$ cat src/rtl/fetch_sequencer.sv
// Instruction fetch sequencer: closes the loop around an external 1-cycle PC register,
// fetches over req/ack, delivers over valid/ready, and handles redirects and HALT.
module fetch_sequencer #(
   parameter int          ADDR_W   = 8,
   parameter int          INSTR_W  = 16,
   parameter int          STEP     = 2,
   parameter int          RESET_PC = 0,
   parameter logic [3:0]  HALT_OP  = 4'hF
) (
   input  logic               clk,
   input  logic               rst,
   input  logic [ADDR_W-1:0]  pc_output,
   output logic [ADDR_W-1:0]  pc_input,
   output logic               imem_req,
   output logic [ADDR_W-1:0]  imem_addr,
   input  logic               imem_ack,
   input  logic [INSTR_W-1:0] imem_rdata,
   output logic [INSTR_W-1:0] instr_out,
   output logic               instr_valid,
   input  logic               instr_ready,
   input  logic               redirect_valid,
   input  logic [ADDR_W-1:0]  redirect_target,
   output logic               halted
);

   typedef enum logic [1:0] {
      SETTLE  = 2'd0,
      FETCH   = 2'd1,
      DELIVER = 2'd2,
      HALT    = 2'd3
   } state_t;

   state_t               r_state;
   state_t               w_state_next;
   logic [ADDR_W-1:0]    r_pc_input;
   logic [ADDR_W-1:0]    w_pc_input_next;
   logic [INSTR_W-1:0]   r_instr_out;
   logic [INSTR_W-1:0]   w_instr_out_next;
   logic                 r_imem_req;
   logic                 r_instr_valid;
   logic                 r_halted;
   logic                 w_redirect;
   logic                 w_ack;
   logic                 w_is_halt;

   // HALT ignores redirects; an ack only counts while a request is actually outstanding.
   assign w_redirect = redirect_valid && (r_state != HALT);
   assign w_ack      = imem_ack && r_imem_req && (r_state == FETCH);
   assign w_is_halt  = (r_instr_out[INSTR_W-1:INSTR_W-4] == HALT_OP);

   always_ff @(posedge clk or negedge rst) begin
      if (!rst) begin
         r_state <= SETTLE;
      end else begin
         r_state <= w_state_next;
      end
   end

   always_comb begin
      w_state_next = r_state;
      case (r_state)
         SETTLE:  w_state_next = w_redirect ? SETTLE : FETCH;
         FETCH: begin
            if (w_redirect)  w_state_next = SETTLE;
            else if (w_ack)  w_state_next = DELIVER;
         end
         DELIVER: begin
            if (w_redirect)       w_state_next = SETTLE;
            else if (instr_ready) w_state_next = w_is_halt ? HALT : FETCH;
         end
         HALT:    w_state_next = HALT;
         default: w_state_next = SETTLE;
      endcase
   end

   // Redirect wins over the ack in the same cycle, so the fetched word is dropped.
   always_comb begin
      w_pc_input_next  = r_pc_input;
      w_instr_out_next = r_instr_out;
      if (w_redirect) begin
         w_pc_input_next = redirect_target & {{(ADDR_W-1){1'b1}}, 1'b0};
      end else if (w_ack) begin
         w_pc_input_next  = pc_output + ADDR_W'(STEP);
         w_instr_out_next = imem_rdata;
      end
   end

   always_ff @(posedge clk or negedge rst) begin
      if (!rst) begin
         r_pc_input    <= ADDR_W'(RESET_PC);
         r_instr_out   <= '0;
         r_imem_req    <= 1'b0;
         r_instr_valid <= 1'b0;
         r_halted      <= 1'b0;
      end else begin
         r_pc_input    <= w_pc_input_next;
         r_instr_out   <= w_instr_out_next;
         r_imem_req    <= (w_state_next == FETCH);
         r_instr_valid <= (w_state_next == DELIVER);
         r_halted      <= (w_state_next == HALT);
      end
   end

   assign pc_input    = r_pc_input;
   assign imem_req    = r_imem_req;
   assign imem_addr   = pc_output;
   assign instr_out   = r_instr_out;
   assign instr_valid = r_instr_valid;
   assign halted      = r_halted;

endmodule

$ cat config.mk
export PLATFORM = sky130hd
export DESIGN_NAME = fetch_sequencer
export DESIGN_NICKNAME = d
export VERILOG_FILES = /design/src/rtl/fetch_sequencer.sv
export SDC_FILE = /design/constraint.sdc
export NUM_CORES = 1
export LEC_CHECK = 0
export BUFFER_PORTS_ARGS = -buffer_cell sky130_fd_sc_hd__clkbuf_2
export CAP_MARGIN = 20
export CORE_ASPECT_RATIO = 2
export CORE_MARGIN = 2
export CORE_UTILIZATION = 44
export DETAILED_ROUTE_END_ITERATION = 8
export GPL_ROUTABILITY_DRIVEN = 0
export PLACE_DENSITY = 0.75
export SYNTH_ARGS = -nofsm -noshare
export SYNTH_HDL_FRONTEND = slang
export SYNTH_SLANG_ARGS = --single-unit
export TNS_END_PERCENT = 10
$ cat constraint.sdc
create_clock -name clk -period 1.6 [get_ports clk]
set_input_delay 0.32 -clock clk [delete_from_list [all_inputs] [get_ports clk]]
set_output_delay 0.32 -clock clk [all_outputs]
set_load 0.05 [all_outputs]
# == Word level (Yosys, flattened, before mapping) ==
# Cells that the tools add are included.
# op_classes
n_addsub,1
shift,0
multipliers,0
n_lt_le_gt_ge,0
eq_ne,8
div,0
n_bitwise,1
muxes,9
reduce_logical,6
# ops
cell,n
$mux 8,2
$mux 2,5
$add 8x2->8 const B,1
$eq 2x2->1 const B,4
$pmux 2 s4,1
$eq 2x1->1 const B,2
$eq 4x4->1 const B,1
$logic_and 1x1->1,3
$logic_not 2->1,1
$ne 2x2->1 const B,1
$reduce_and 2->1,1
$reduce_bool 2->1,1
$mux 1,1
$not 1->1,1
# word_totals
out_inout_bits,35
romBits,0
elab_cells,31
input_bits,37
latch_bits,0
memories,0
mem_bits_rw,0
register_bits,29

# == Depth between registers and ports, before layout ==
# Gate-level depths: netlist (run 1).
# logic_depth
ltp_word,6
mapped_depth,5
depth_no_buf,5

# == Worst setup path before layout (run 1) ==
# OpenSTA, ideal clock, no wires.
# synth_path
kind,reg2reg
from,"register r_imem_req, in the netlist imem_req"
to,"register r_pc_input[1], in the netlist pc_input[1]"
setup_time_ns,0.126
path_stages_with_launch,5
arrival_time_ns,1.459
setup_slack_ns,0.016
path_buffers,1
required_time_ns,1.474
synth_period_minus_slack_ns,1.584
cell_sequence,dfrtp_1 a31oi_1 nand2b_1 buf_2 a221o_1
# synth_between
elab_chain_cells,3
# synth_rtl
item,line_no,text
from (decl),39,logic r_imem_req;
from (signal assigned),98,r_imem_req <= (w_state_next == FETCH);
$logic_and 1x1->1 (2 in series),48,assign w_ack = imem_ack && r_imem_req && (r_state == FETCH);
$reduce_bool 2->1 (no line),--,
to (signal assigned),90,r_pc_input <= ADDR_W'(RESET_PC);
to (signal assigned),96,r_pc_input <= w_pc_input_next;
to (decl),35,logic [ADDR_W-1:0] r_pc_input;
# No other way between the ends.
# A chain may end at the register's enable or synchronous reset.

# == Final worst setup path (run 1) ==
# layout_path
from,register r_state[0]
to,"register r_pc_input[3], in the netlist pc_input[3]"
# layout_between
elab_chain_cells,3
word_cells_on_any_way,6
classes_between,2 x eq/ne; 1 x mux; 3 x reduce/logical
# layout_rtl
item,line_no,text
from (decl),33,state_t r_state;
from (signal assigned),55,r_state <= w_state_next;
$ne 2x2->1 / $eq 2x1->1 (equally long branches),"47, 48",
"$logic_and 1x1->1, on equally long branches","47, 48",
$mux 8 / $reduce_bool 2->1 (equally long branches),--,
# Several ways; a longest one is shown, not always the timed one.

==> out/results.txt, run 1 <==
Iter 0 DRT Violations: 21
delay-heaviest family, CP: compound AO/OA/AOI/OAI gates
Clock Sinks: 29
Core ar.: 0.00294 mm2
Hold Crit Class: in -> async
vias per cell: 5.25
Place WS: 0.175 ns
Mean Syn Cell Area: 12.6 um2
power share of the combinational group: 0.440
synthesized area: 0.00135 mm2
clock latency on the worst-skew pair: 0.27 ns
slew at the pin with the worst max-slew slack: 0.705 ns
f_max: 0.700 GHz
number of flops mapped to enable cells by yosys: 0
unique cell type count in the Yosys netlist: 28
Final Max Slew Viols: 0
fraction of the yosys area taken by sequential cells: 0.539
worst hold slack: 0.0872 ns
total power: 2.91 mW
# fillers: 260
skew final: 0.00137 ns
Hold-fix buffers, CTS: 0
Final Non-Filler Cells: 204
slew margin rel.: 0.530
TNS Setup: 0 ns
Int Power: 1.64 mW
status: finished clean
CP startpoint: r_state[0]
vias in the first global route: 1097
Async S/R FF share, synth: 1.00
sw frac: 0.436
crit-path cells: a31oi_1 > nand2b_1 > a221o_1
Clk network pwr share: 0.199
R2R Path Start: r_state[0]
Root Buffer: clkbuf_8
TritonCTS clock tree: yes
Max stage delay on crit path: 0.44 ns
CP Max Fanout: 8
first-pass GRT wire length: 4700 um
Post-Syn Instances: 107
#FFs+latches synth: 29
Final setup viols: 0
Clock Pin Slew Worst Setup and Hold Paths: 0.05 ns
Core Rows: 28
Routed Antenna Nets: 0
synthesis-to-finish area growth: 30.9%
CP max stage cell: dfrtp_1
Synth Flop Type: dfrtp_1
DIE WIDTH: 43.1 um
Post-route DRC: 0
largest net degree at the start of global routing: 30
die area: 0.00355 mm2
# placed instances: 197
Yosys warnings: 0
final worst slack: 0.171 ns
num ports: 72
Setup crit end kind: flop
Synth Area in XOR/XNOR: 0.0325
total grt overflow: 0
Pre-antenna DRT Iters: 4
Seq pwr share: 0.361
WP buf/inv: 0
clk buf depth: 2
Synth Area in Compound Gates: 0.0808
Detailed Place HPWL: 2250 um
P_sw: 1.27 mW
largest family of logic cells by synthesized area: multiplexers
period utilisation layout: 0.893
Starting Density: 0.458
post-CTS sizing: 0
Peak VDD IR: 0.841 mV
RSZ-0062 raised after global routing: false
Post-Syn Nets: 145
vias post-DR: 1071
Post-Synth Simple-Gate Area: 0.0947
ratio of cells with drive above 1 in the final layout: 0.563
fraction of the mapped netlist area in adder cells: 0.00929
Max Cap Viol: 0
commonest non-fill, non-tap cell in the layout: clkbuf_2
Routed WL: 2800 um
Buffers on Ports: 70
final net count: 212
n_diodes: 0
Setup crit end: pc_input[3]
Leakage: 0.980 nW
antenna violations before repair: 0
critical path depth: 3
footprint of the multi-input gates: 518 um2
H-tree depth: 2
mux cell area share after synthesis: 0.167
WS Path Type: reg -> reg
reg2reg end: pc_input[3]
buffers inserted by post-CTS timing repair: 0
Startpoint Class: flop
R2R Setup Slk: 0.17 ns
Register-to-Register Path Depth: 3
Sequential cell area: 726 um2
die height: 82.3 um
DR WL/cell: 13.7 um
minimum clock period: 1.43 ns
CP required: 1.75 ns
crit path DAT: 1.58 ns
Tot GR Track Use: 0.178
total CTS buffers: 5
final hold vios: 0
Cell Pwr Density: 1650 mW/mm2
commonest non-fill, non-tap cells in the layout: clkbuf_2, dfrtp_1, mux2_4
stage by stage:
step,instance area (um2),utilization
after floorplan,1350,-
after global placement,1680,0.570
after detailed placement,1680,0.570
after CTS,1760,0.599
after global routing,1760,0.599
final,1760,0.599
worst register-to-register path: stages (launching register included):
cell and delay (ns):
dfrtp_1 0.44, a31oi_1 0.13, nand2b_1 0.32, a221o_1 0.42
synth_stat cells (2+ instances only):
cell type  number  area, um2
a221o_1         2       20.0
o22ai_1         2       12.5
a21oi_1         2       10.0
inv_1           4       15.0
mux2_4         12        180
xor2_1          4       35.0
nand2_1         4       15.0
mux2_2          4       45.0
nor2_1          6       22.5
buf_2           2       10.0
dfrtp_1        29        726
buf_4           8       60.1
a22oi_1         4       30.0
nand3_1         5       25.0
o21ai_0         6       30.0
flip-flops by register name, indices dropped and copies added, names as in the netlist:
name / count
halted: 1
imem_req: 1
instr_out: 16
instr_valid: 1
pc_input: 8
r_state: 2
metal layers:
metal  vias to the layer above  share of wire  GRT usage
met4                         0          0.020     0.0818
met2                        61           0.57      0.343
li1                        496              -          -
met5                         -              0          0
met1                       508           0.33      0.167
met3                         6          0.086     0.0457
area by class of cell:
class / instances / share of cell area
clock buffer: 7 / 0.0489
inverter: 5 / 0.0106
multi-input combinational: 61 / 0.294
sequential: 29 / 0.411
tap: 30 / 0.0213
timing repair buffer: 72 / 0.214
power groups by stage:
stage / combinational, mW / sequential, mW / clock [mW]
floorplan: 0.330 / 1.70 / 0
global placement: 1.28 / 1.05 / 0
detailed placement: 1.29 / 1.06 / 0
CTS: 1.29 / 1.05 / 0.604
global route: 1.34 / 1.08 / 0.637
finish: 1.28 / 1.05 / 0.577
cells by family after synthesis:
logic type      count (synthesis)
xor+xnor                        5
fa+ha+maj                       1
mux                            16
flops                          29
compound gates                 17
buf+inv                        17
simple gates                   22
worst min-delay path by stage:
| stage | start | end |
|---|---|---|
| after floorplan | rst | halted |
| after global placement | rst | pc_input[1] |
| after detailed placement | rst | pc_input[4] |
| after CTS | rst | pc_input[5] |
| after global routing | rst | pc_input[1] |
| final | rst | pc_input[4] |
(Power assumes the default switching activity.)
==> run 2, diff against run 1 <==
==> config.mk (replaced) <==
export PLATFORM = sky130hd
export DESIGN_NAME = fetch_sequencer
export DESIGN_NICKNAME = d
export VERILOG_FILES = /design/src/rtl/fetch_sequencer.sv
export SDC_FILE = /design/constraint.sdc
export NUM_CORES = 1
export LEC_CHECK = 0
export BUFFER_PORTS_ARGS = -buffer_cell sky130_fd_sc_hd__buf_2
export CAP_MARGIN = 20
export CORE_ASPECT_RATIO = 2
export CORE_MARGIN = 2
export CORE_UTILIZATION = 47
export DETAILED_ROUTE_END_ITERATION = 8
export PLACE_DENSITY = 0.79
export SYNTH_ARGS = -nofsm -noshare
export SYNTH_HDL_FRONTEND = slang
export SYNTH_SLANG_ARGS = --single-unit
export TNS_END_PERCENT = 10
==> constraint.sdc (replaced) <==
create_clock -name clk -period 1.67 [get_ports clk]
set_input_delay 0.334 -clock clk [delete_from_list [all_inputs] [get_ports clk]]
set_output_delay 0.334 -clock clk [all_outputs]
set_load 0.05 [all_outputs]
==> out/results.txt, run 2 (synthesis gave the netlist of run 1 again) <==
Startpoint Class: flop
DR WL/cell: 14.0 um (+2.2%)
Starting Density: 0.492 (+0.0345)
RSZ-0062 raised after global routing: false
R2R Setup Slk: 0.26 ns (+0.09 ns)
WP buf/inv: 0 (unchanged)
n_diodes: 0 (unchanged)
antenna violations before repair: 0 (unchanged)
Peak VDD IR: 1.34 mV (+60%)
largest net degree at the start of global routing: 30 (unchanged)
Final Wtd Congestion: 0.838
vias in the first global route: 1100 (+0.27%)
Final setup viols: 0 (unchanged)
Leakage: 0.970 nW (-1.1%)
Sequential cell area: 726 um2 (unchanged)
Cell Pwr Density: 1590 mW/mm2 (-3.5%)
Buffers on Ports: 70 (unchanged)
vias post-DR: 1092 (+2.0%)
clock latency on the worst-skew pair: 0.28 ns (about the same)
Root Buffer: clkbuf_8
Setup crit end kind: flop
Post-route DRC: 0 (unchanged)
Core Rows: 27 (-3.6%)
slew margin rel.: 0.580 (+0.0494)
CP max stage cell: dfrtp_1
status: finished clean
synthesis-to-finish area growth: 29.6%
minimum clock period: 1.41 ns (-0.0162 ns)
Clock Pin Slew Worst Setup and Hold Paths: 0.07 ns (+0.02 ns)
die area: 0.00334 mm2 (-5.9%)
final hold vios: 0 (unchanged)
final net count: 212 (unchanged)
total grt overflow: 0 (unchanged)
Max stage delay on crit path: 0.45 ns (about the same)
ratio of cells with drive above 1 in the final layout: 0.566 (+0.00250)
total CTS buffers: 5 (unchanged)
critical path depth: 3 (unchanged)
Hold Crit Class: in -> async
footprint of the multi-input gates: 518 um2 (unchanged)
Final Max Slew Viols: 0 (unchanged)
buffers inserted by post-CTS timing repair: 0 (unchanged)
num ports: 72 (unchanged)
Max Cap Viol: 0 (unchanged)
Core ar.: 0.00274 mm2 (-7.0%)
clk buf depth: 2 (unchanged)
Hold-fix buffers, CTS: 0 (unchanged)
# fillers: 223 (-14%)
WS Path Type: reg -> reg
Register-to-Register Path Depth: 3 (unchanged)
Iter 0 DRT Violations: 17 (-19%)
Final Non-Filler Cells: 204 (unchanged)
die height: 79.7 um (-3.1%)
TritonCTS clock tree: yes
delay-heaviest family, CP: compound AO/OA/AOI/OAI gates
crit path DAT: 1.58 ns (about the same)
Pre-antenna DRT Iters: 4 (unchanged)
f_max: 0.708 GHz (+1.1%)
CP required: 1.83 ns (+0.08 ns)
# placed instances: 196 (-0.51%)
crit-path cells: a31oi_1 > nand2b_1 > a221o_1
CP Max Fanout: 8 (unchanged)
skew final: 0.00787 ns (+0.00650 ns)
Largest register FFs: 16 (unchanged)
Detailed Place HPWL: 2270 um (+1.0%)
first-pass GRT wire length: 4780 um (+1.8%)
TNS Setup: 0 ns (unchanged)
commonest non-fill, non-tap cell in the layout: buf_2
post-CTS sizing: 0 (unchanged)
vias per cell: 5.35 (+2.0%)
Clock Sinks: 29 (unchanged)
period utilisation layout: 0.846 (-0.0471)
Routed WL: 2870 um (+2.2%)
Tot GR Track Use: 0.189 (+0.0114)
slew at the pin with the worst max-slew slack: 0.631 ns (-0.0741 ns)
commonest non-fill, non-tap cells in the layout: buf_2, dfrtp_1, mux2_4, nor2_1, o21ai_0
DIE WIDTH: 41.9 um (-2.9%)
H-tree depth: 2 (unchanged)
Routed Antenna Nets: 0 (unchanged)
run 2: worst reg2reg max path, stage by stage, from the launching register on:
cell,delay (ns)
dfrtp_1,0.45
a31oi_1,0.13
nand2b_1,0.31
a221o_1,0.41
run 2: stage by stage:
| step | utilization | hold WS [ns] | cell area [um2] | power [mW] | worst slack, ns |
|---|---|---|---|---|---|
| 2_1_floorplan | - | 0.0384 | 1350 | 1.95 | 0.0855 |
| 3_3_place_gp | 0.608 | 0.380 | 1660 | 2.22 | 0.285 |
| 3_5_place_dp | 0.608 | 0.390 | 1660 | 2.24 | 0.237 |
| 4_1_cts | 0.638 | 0.0868 | 1750 | 2.80 | 0.246 |
| 5_1_grt | 0.638 | 0.117 | 1750 | 2.90 | 0.139 |
| 6_report | 0.638 | 0.0631 | 1750 | 2.78 | 0.257 |
run 2: layout make-up:
type                       instances  area share
clock inverter                     2     0.00573
inverter                           5      0.0107
clock buffer                       6      0.0415
tap                               29      0.0208
multi-input combinational         61       0.297
sequential                        29       0.415
timing repair buffer              72       0.209
run 2: worst paths after layout:
check	startpoint	end
worst max-delay path	r_state[0]	pc_input[3]
worst min-delay path	rst	instr_out[14]
worst max register to register	r_state[0]	pc_input[3]
worst min register to register	pc_input[0]	pc_input[0]
max in group asynchronous	rst	instr_out[2]
min in group clk	imem_rdata[9]	instr_out[9]
run 2: power by group:
part	switching [mW]	total (mW)	internal [mW]
sequential	0.116	1.00	0.886
clock	0.259	0.547	0.288
combinational	0.865	1.23	0.363
run 2: routing by layer:
metal  vias to the layer above  global-route usage  wire, um
met2                        71               0.322      1480
li1                        497                   -         -
met3                        13              0.0385       248
met4                         0               0.119       107
met5                         -                   0         0
met1                       511               0.210      1030
==> run 3, diff against run 2 <==
--- a/config.mk
+++ b/config.mk
@@ -9,9 +9,9 @@
 export CAP_MARGIN = 20
 export CORE_ASPECT_RATIO = 2
 export CORE_MARGIN = 2
-export CORE_UTILIZATION = 47
+export CORE_UTILIZATION = 40
 export DETAILED_ROUTE_END_ITERATION = 8
-export PLACE_DENSITY = 0.79
+export PLACE_DENSITY = 0.71
 export SYNTH_ARGS = -nofsm -noshare
 export SYNTH_HDL_FRONTEND = slang
 export SYNTH_SLANG_ARGS = --single-unit
==> constraint.sdc (replaced) <==
create_clock -name clk -period 1.2 [get_ports clk]
set_input_delay 0.24 -clock clk [delete_from_list [all_inputs] [get_ports clk]]
set_output_delay 0.24 -clock clk [all_outputs]
set_load 0.05 [all_outputs]
==> out/results.txt, run 3 (synthesis gave the netlist of run 1 again) <==
vias in the first global route: 1074 (-2.4%)
Peak VDD IR: 1.40 mV (+4.6%)
final net count: 223 (+5.2%)
Final Non-Filler Cells: 217 (+6.4%)
WP buf/inv: 1 (+1)
final core utilization: 0.600 (-0.0388)
TritonCTS clock tree: yes
Top Metal Used: met3
Hold Crit Class: in -> async
R2R Path Start: r_state[1]
Place WS: -0.166 ns (-0.402 ns)
vias per cell: 5.02 (-6.2%)
Starting Density: 0.422 (-0.0704)
crit-path cells: nand3_1 > or4_1 > and3_4 > inv_2 > nor2_1
CP max stage cell: dfrtp_2
die area: 0.00388 mm2 (+16%)
TNS Setup: -1.62 ns (-1.62 ns)
CP Max Fanout: 5 (-3)
total CTS buffers: 5 (unchanged)
Tot GR Track Use: 0.160 (-0.0294)
clk buf depth: 2 (unchanged)
vias post-DR: 1089 (-0.27%)
num ports: 72 (unchanged)
clock latency on the worst-skew pair: 0.27 ns (about the same)
Clock Sinks: 29 (unchanged)
minimum clock period: 1.32 ns (-0.0946 ns)
Core ar.: 0.00319 mm2 (+17%)
total grt overflow: 0 (unchanged)
WL met3: 273 um (+10%)
slew margin rel.: 0.589 (+0.00916)
die height: 86.1 um (+8.0%)
critical path depth: 5 (+2)
largest net degree at the start of global routing: 30 (unchanged)
failing checks: hold timing, setup timing
Final setup viols: 22 (+22)
period utilisation layout: 1.10 (+0.253)
Root Buffer: clkbuf_8
Largest register FFs: 16 (unchanged)
commonest non-fill, non-tap cell in the layout: buf_2
status: finished, violations left
worst hold slack: -0.0200 ns (-0.0832 ns)
Iter 0 DRT Violations: 13 (-4)
Max stage delay on crit path: 0.41 ns (-0.04 ns)
Core Rows: 29 (+7.4%)
final worst slack: -0.118 ns (-0.375 ns)
total power: 4.04 mW (+46%)
# fillers: 281 (+26%)
first-pass GRT wire length: 4600 um (-3.7%)
CP required: 1.35 ns (-0.48 ns)
Post-route DRC: 0 (unchanged)
DRT met1 WL: 1030 um (-0.39%)
slew at the pin with the worst max-slew slack: 0.617 ns (-0.0137 ns)
Placement Cell Area: 0.00177 mm2 (+6.5%)
Register-to-Register Path Depth: 5 (+2)
Final Max Slew Viols: 0 (unchanged)
Buffers on Ports: 70 (unchanged)
delay-heaviest family, CP: simple AND/OR/NAND/NOR gates
Max Cap Viol: 0 (unchanged)
final hold vios: 29 (+29)
skew final: 0.00251 ns (-0.00536 ns)
ratio of cells with drive above 1 in the final layout: 0.645 (+0.0794)
synthesis-to-finish area growth: 42.1%
f_max: 0.759 GHz (+7.2%)
Startpoint Class: flop
WS Path Type: reg -> reg
crit path DAT: 1.47 ns (-0.11 ns)
Pre-antenna DRT Iters: 4 (unchanged)
commonest non-fill, non-tap cells in the layout: buf_2, dfrtp_1, mux2_4, buf_4
n_diodes: 0 (unchanged)
Final Wtd Congestion: 0.781 (-6.7%)
RSZ-0062 raised after global routing: true
DIE WIDTH: 45.0 um (+7.6%)
Detailed Place HPWL: 2300 um (+1.4%)
Setup crit end kind: flop
# placed instances: 208 (+6.1%)
Clock Pin Slew Worst Setup and Hold Paths: 0.06 ns (about the same)
DR WL/cell: 13.4 um (-4.7%)
met2 WL post-DR: 1610 um (+8.7%)
R2R Setup Slk: -0.12 ns (-0.38 ns)
antenna violations before repair: 0 (unchanged)
Cell Pwr Density: 2110 mW/mm2 (+33%)
Routed WL: 2910 um (+1.4%)
Finished Cell Area: 0.00191 mm2 (+9.6%)
Routed Antenna Nets: 0 (unchanged)
reg2reg end: imem_req
H-tree depth: 2 (unchanged)
Leakage: 1.04 nW (+7.8%)
-- run 3: cell types whose count changed in the layout (fill, tap and decap cells not counted), moves of 2 or more --
| cell | change |
|---|---|
| buf_12 | +2 |
| buf_4 | +9 |
| buf_6 | +4 |
| dfrtp_1 | -6 |
| dfrtp_2 | +6 |
| buf_2 | -5 |
-- run 3: timing repair --
item                       in CTS  in global routing
setup buffers                   1                  0
resized for setup              12                  4
setup endpoints to repair      33                 33
hold buffers                    0                  0
pin swaps                       1                  0
-- run 3: final cells by class --
class	instances	area, um2	share of cell area
flip-flops and latches	29	733	0.383
multi-input cells	61	541	0.282
repair buffers	83	500	0.261
clock buffers	6	72.6	0.0379
well taps	31	38.8	0.0203
inverters	5	18.8	0.00980
clock inverters	2	10.0	0.00523
-- run 3: metal layers --
metal	track usage	vias up
met5	0	-
met4	0.0401	0
met3	0.0463	0
met2	0.290	62
met1	0.173	508
li1	-	519
-- run 3: worst max path at each step --
stage	startpoint	to	slack, ns
2_1_floorplan	instr_out[12]	imem_req	-0.23
3_3_place_gp	r_state[1]	instr_out[9]	-0.12
3_5_place_dp	r_state[1]	instr_out[9]	-0.17
4_1_cts	r_state[1]	instr_out[9]	-0.13
5_1_grt	r_state[1]	imem_req	-0.16
6_report	r_state[1]	imem_req	-0.12
-- run 3: where the power goes --
group          switching (mW)  internal [mW]
clock network           0.336          0.400
logic                    1.25          0.666
registers               0.145           1.24
total                    1.73           2.31
